### src/rtl/rptr_empty.sv
// Read-side pointer, empty flag and optional fill level for the dual-clock FIFO (rclk domain).
// Optional level/almost-empty logic is built only when RPTR_RLEVEL_EN is defined.
module rptr_empty #(
  parameter int ADDRSIZE      = 4,
  parameter int AEMPTY_THRESH = 2
) (
  input  logic                rclk,
  input  logic                rrst_n,
  input  logic                rinc,
  input  logic [ADDRSIZE:0]   rq2_wptr,
  output logic [ADDRSIZE-1:0] raddr,
  output logic [ADDRSIZE:0]   rptr,
  output logic                rempty,
  output logic                runderflow,
  output logic [ADDRSIZE:0]   rlevel,
  output logic                raempty
);

  logic [ADDRSIZE:0] rbin;
  logic [ADDRSIZE:0] rbinnext;
  logic [ADDRSIZE:0] rgraynext;
  logic              accept;

  assign accept    = rinc & ~rempty;
  assign rbinnext  = rbin + {{ADDRSIZE{1'b0}}, accept};
  assign rgraynext = (rbinnext >> 1) ^ rbinnext;
  assign raddr     = rbin[ADDRSIZE-1:0];

  // Empty compares the next pointer so the flag lands on the edge that takes the last entry.
  always_ff @(posedge rclk or negedge rrst_n) begin
    if (!rrst_n) begin
      rbin       <= '0;
      rptr       <= '0;
      rempty     <= 1'b1;
      runderflow <= 1'b0;
    end else begin
      rbin       <= rbinnext;
      rptr       <= rgraynext;
      rempty     <= (rgraynext == rq2_wptr);
      runderflow <= rinc & rempty;
    end
  end

`ifdef RPTR_RLEVEL_EN
  localparam logic [ADDRSIZE:0] THRESH = (ADDRSIZE+1)'(AEMPTY_THRESH);

  logic [ADDRSIZE:0] wbin_s;
  logic [ADDRSIZE:0] level_next;

  always_comb begin
    wbin_s           = '0;
    wbin_s[ADDRSIZE] = rq2_wptr[ADDRSIZE];
    for (int i = ADDRSIZE - 1; i >= 0; i--) begin
      wbin_s[i] = wbin_s[i+1] ^ rq2_wptr[i];
    end
  end

  // Modulo subtraction handles the wrap bit; a legal writer never exceeds 2^ADDRSIZE ahead.
  assign level_next = wbin_s - rbinnext;

  always_ff @(posedge rclk or negedge rrst_n) begin
    if (!rrst_n) begin
      rlevel  <= '0;
      raempty <= 1'b1;
    end else begin
      rlevel  <= level_next;
      raempty <= (level_next <= THRESH);
    end
  end
`else
  assign rlevel  = '0;
  assign raempty = rempty;
`endif

endmodule
### config.mk
export PLATFORM = sky130hd
export DESIGN_NAME = rptr_empty
export DESIGN_NICKNAME = d
export VERILOG_FILES = /design/src/rtl/rptr_empty.sv
export SDC_FILE = /design/constraint.sdc
export NUM_CORES = 1
export LEC_CHECK = 0
export ABC_AREA = 1
export CORE_MARGIN = 4
export CORE_UTILIZATION = 35
export CTS_CLUSTER_DIAMETER = 150
export DETAILED_ROUTE_END_ITERATION = 6
export GPL_ROUTABILITY_DRIVEN = 0
export PLACE_DENSITY = 0.64
export SLEW_MARGIN = 20
export SYNTH_ARGS = -nofsm -noshare
export SYNTH_HDL_FRONTEND = slang
export SYNTH_SLANG_ARGS = --single-unit
export TNS_END_PERCENT = 100
### constraint.sdc
create_clock -name rclk -period 4.7 [get_ports rclk]
set_clock_uncertainty 0.2 [all_clocks]
set_input_delay 0.94 -clock rclk [delete_from_list [all_inputs] [get_ports rclk]]
set_output_delay 0.94 -clock rclk [all_outputs]
set_load 0.02 [all_outputs]
==> After elaboration in Yosys (flattened, before gate mapping) <==
Cells that the tools add are included.
{ "word_totals": {"elab_cells": 10, "output_inout_bits": 17, "input_bits": 8, "reg_bits": 12} }
{ "op_classes": {"n_addsub": 1, "bitwise_logic": 4, "n_eq_ne": 1} }
{ "op_table": {"columns": ["op", "n"], "rows": [
  ["adder 5 x 1 -> 5 bit", 1],
  ["== test 5 bit", 1],
  ["bitwise XOR 4 x 5 -> 5 bit", 1],
  ["AND 1 bit", 2],
  ["NOT 1 bit", 1]
]} }

==> Depth between registers and ports, before layout <==
{ "depth": {"depth_word": 5, "mapped_depth": 13, "depth_no_buf": 13} }

==> Least setup slack after synthesis <==
OpenSTA, ideal clock, no wires.
{ "synth_path": {"kind": "input -> register", "start": "input port rinc", "end": "register rempty, in the netlist raempty", "t_arrival_ps": 2121, "required_ps": 4436, "path_stages": 13, "setup_ps": 64, "setup_slack_ps": 2315, "path_buffers": 0, "path_cell_list": "inv_1 > nor2_1 > ha_1 > ha_1 > inv_1 > nand2_1 > nand2_1 > nand2_1 > nand2_1 > nand3_1 > nor2_1 > nand2_1 > nor2_2"} }
{ "synth_via": {"elab_chain_cells": 4} }
{ "synth_rtl": {"columns": ["item", "line_no", "source"], "rows": [
  ["start, declared", "9", "input logic rinc,"],
  ["AND 1 bit", "24", "assign accept = rinc & ~rempty;"],
  ["adder 5 x 1 -> 5 bit", "25", "assign rbinnext = rbin + {{ADDRSIZE{1'b0}}, accept};"],
  ["via rbinnext[1]", "20", "logic [ADDRSIZE:0] rbinnext;"],
  ["bitwise XOR 4 x 5 -> 5 bit", "26", "assign rgraynext = (rbinnext >> 1) ^ rbinnext;"],
  ["via rgraynext[0]", "21", "logic [ADDRSIZE:0] rgraynext;"],
  ["== test 5 bit", "39", "rempty <= (rgraynext == rq2_wptr);"],
  ["end signal, assigned", "39", null],
  ["end, declared", "13", "output logic rempty,"]
]} }
The timed path passes the listed nets, and every way through them passes these cells.

==> Worst setup path in the final report <==
{ "layout_path": {"start": "input port rinc", "end": "register rempty, in the netlist raempty"} }
{ "layout_via": {"elab_chain_cells": 4} }
{ "layout_rtl": {"columns": ["item", "line_no"], "rows": [
  ["AND 1 bit", "24"],
  ["adder 5 x 1 -> 5 bit", "25"],
  ["bitwise XOR 4 x 5 -> 5 bit", "26"],
  ["== test 5 bit", "39"]
]} }
Every way passes these cells.

==> results.md <==
| Stage | Result | This run |
| --- | --- | --- |
| status | Run status | finished clean |
| placement | Final HPWL DP | 1.06 mm |
| global routing | Wire length of the first global-routing pass | 2.30 mm |
| worst hold path | Worst hold stages | 2 |
| setup path | Nature of the critical path startpoint | input port |
| timing | Hold Violations, Final | 0 |
| clock network | Number of H-tree levels | 1 |
| setup path | Start point of the critical path | rinc |
| synth | Synthesized cell area | 658 um2 |
| pwr | Final total power | 0.603 mW |
| timing | Post-route clock period utilization | 58.4% |
| setup path | Worst reg2reg path startpoint | raempty$_DFF_PN1_ |
| setup path | Data arrival at the endpoint of the critical path | 2.75 ns |
| placement | Post-placement cell count | 130 |
| die | Die Footprint | 0.00264 mm2 |
| drt | Violation count after the first detailed-route iteration | 8 |
| setup path | Worst R2R Path Depth | 12 |
| global routing | Via count of the first global-routing pass | 530 |
| drt | Number of routed nets with antenna violations | 0 |
| clock network | Gates resized, CTS repair | 0 |
| global routing | Total global routing track utilization | 12.2% |
| timing | Setup repair after global routing missed its margin | false |
| timing | Relative slew slack | 65.2% |
| worst hold path | Critical hold path startpoint | raempty$_DFF_PN1_ |
| placement | Place WS | 1.66 ns |
| run | Max capacitance violation total | 0 |
| timing | Worst slew pin tran | 0.521 ns |
| timing | Max Clk Rate | 364 MHz |
| synth | Register area share after synthesis | 42.0% |
| die | Die boundary height | 51.4 um |
| global routing | Initial antenna violation count | 0 |
| clock network | Hold Buf Count CTS | 0 |
| timing | Clock period minus worst slack | 2.74 ns |
| synth | Number of synthesized register bits | 11 |
| drt | Aggregate routed wire length | 1.33 mm |
| clock network | TritonCTS sink count | 11 |
| global routing | Aggregate global routing overflow | 0 |
| die | Number of placed I/O pins | 25 |
| setup path | Crit Path Class | in2reg |
| setup path | Endpoint required time on the critical path | 4.71 ns |
| finish | Fin nets | 120 |
| drt | DRT Pass-1 Iters | 2 |
| finish | Ant. Diodes | 0 |
| clock network | Number of post-CTS setup repair buffers | 0 |
| die | Placeable Area | 0.00175 mm2 |
| clock network | Number of buffers on the longest clock path | 2 |
| synth | Avg Synthesized Cell Area | 7.39 um2 |
| die | Number of placement rows | 15 |
| timing | Final-report max-slew violation count | 0 |
| finish | Post-route insts no fill | 134 |
| synth | Yosys cell types | 15 |
| timing | Finish-stage setup viols | 0 |
| finish | Number of filler cells placed in the layout | 173 |
| finish | Synthesis-to-layout area growth | 31.4% |
| synth | Yosys warning total | 0 |
| setup path | Maximum net fanout on the critical path | 6 |
| clock network | Number of buffers created by CTS | 3 |
| setup path | Category of the worst setup path capture point | register |
| synth | Share of flip-flops with an asynchronous set or reset | 100% |
| synth | Post-synth EDFFs | 0 |
| timing | Hold Worst Slack | 0.298 ns |
| timing | Final-layout setup total negative slack | 0 ns |
| die | Die outline width | 51.4 um |
| clock network | Clk pin slew, worst setup/hold paths | 0.07 ns |
| global routing | Pin count of the biggest net entering global routing | 12 |
| pwr | Static leakage power | 0.454 nW |
| drt | Post-route DRC | 0 |
| pwr | Total power divided by cell area | 698 mW/mm2 |
| placement | Number of port buffers | 19 |
| drt | Vias | 591 |
| clock network | Clock tree from TritonCTS | built |
| synth | Top FF cell, synth | dfrtp_1 |
| drt | DR vias/cell | 4.41 |
| worst hold path | Hold Crit Class | reg2reg |
| clock network | CTS Root Buffer Type | clkbuf_4 |
| synth | Number of instances in the synthesized netlist | 89 |
| drt | WL/cell | 9.94 um |
| finish | Layout cell share with drive strength beyond 1 | 11.0% |
| timing | Worst setup margin | 1.96 ns |
| die | Starting utilization of the core area | 37.7% |
| clock network | Clock insertion delay at the later pin of the skew report | 0.27 ns |
| pwr | VDD IR-drop max | 349 uV |
registers in the layout, indices dropped and copies added (netlist names):
signal,flops
raempty,1
rbin,5
runderflow,1
rptr,4
per-stage QoR:
stage	instance area, um2	util, %
final	865	49.5
after global routing	865	49.5
after CTS	865	49.5
after detailed placement	838	48.0
after global placement	838	48.0
after floorplan	673	-
cell families after synthesis:
family                   after synthesis  share of synthesized area [%]
other                                  1                          0.570
buffers and inverters                 19                           15.4
adder cells (fa/ha/maj)                2                           3.80
flip-flops                            11                           42.0
AND/OR/NAND/NOR                       56                           38.2
critical path, stage by stage:
cell and delay, ns:
clkdlybuf4s50_1 0.47, inv_1 0.04, nor2_1 0.08, ha_1 0.22, ha_1 0.31, nand3_1 0.14
nand2_1 0.12, nand2_2 0.07, nand2_1 0.06, nand3_1 0.06, nor2_1 0.08, nand2_1 0.07
nor2_2 0.08
layout make-up:
type                    instances  area [um2]  area share (%)
multi-input cells              63         295            34.2
flip-flops and latches         11         277            32.0
clock buffers                   4        26.3            3.04
inverters                      12        45.0            5.21
well taps                      25        31.3            3.62
repair buffers                 19         190            22.0
layer usage:
layer / track usage, % / part of all wire [%] / up-vias
li1: - / - / 304
met1: 13.6 / 43 / 265
met2: 18.9 / 47 / 18
met3: 4.37 / 7.4 / 4
met4: 9.17 / 2.9 / 0
met5: 0 / 0 / -
placed cells by master, fill, tap and decap left out:
master / instances
nand3_1: 10
dfrtp_1: 10
ha_1: 2
dfstp_2: 1
clkbuf_1: 1
conb_1: 5
inv_1: 10
inv_2: 2
clkdlybuf4s50_1: 19
nor2_1: 2
clkbuf_4: 3
nand2_2: 5
nand4_1: 4
nand3b_1: 1
nand2_1: 33
nor2_2: 1
cell usage after synthesis (2+ instances only):
cell type | count | area share, %
buf_4 | 6 | 6.8
inv_1 | 10 | 5.7
nand3_1 | 10 | 7.6
ha_1 | 2 | 3.8
nand2_2 | 5 | 4.8
dfrtp_1 | 10 | 38
nor2_1 | 2 | 1.1
inv_2 | 2 | 1.1
nand2_1 | 33 | 19
nand4_1 | 4 | 3.8
power breakdown:
part / internal [mW] / switching (mW) / leakage [nW]
sequential: 0.139 / 0.0365 / 0.133
combinational: 0.150 / 0.214 / 0.306
clock: 0.0328 / 0.0302 / 0.0150
final timing paths:
kind | endpoint | slack [ns]
setup / recovery | raempty$_DFF_PN1_ | 1.96
min in group asynchronous | rptr[3]$_DFF_PN0_ | 0.81
hold reg to reg | runderflow$_DFF_PN0_ | 0.30
max in group asynchronous | raempty$_DFF_PN1_ | 3.13
setup reg to reg | raempty$_DFF_PN1_ | 2.60
hold / removal | runderflow$_DFF_PN0_ | 0.30
(Power assumes the default switching activity.)
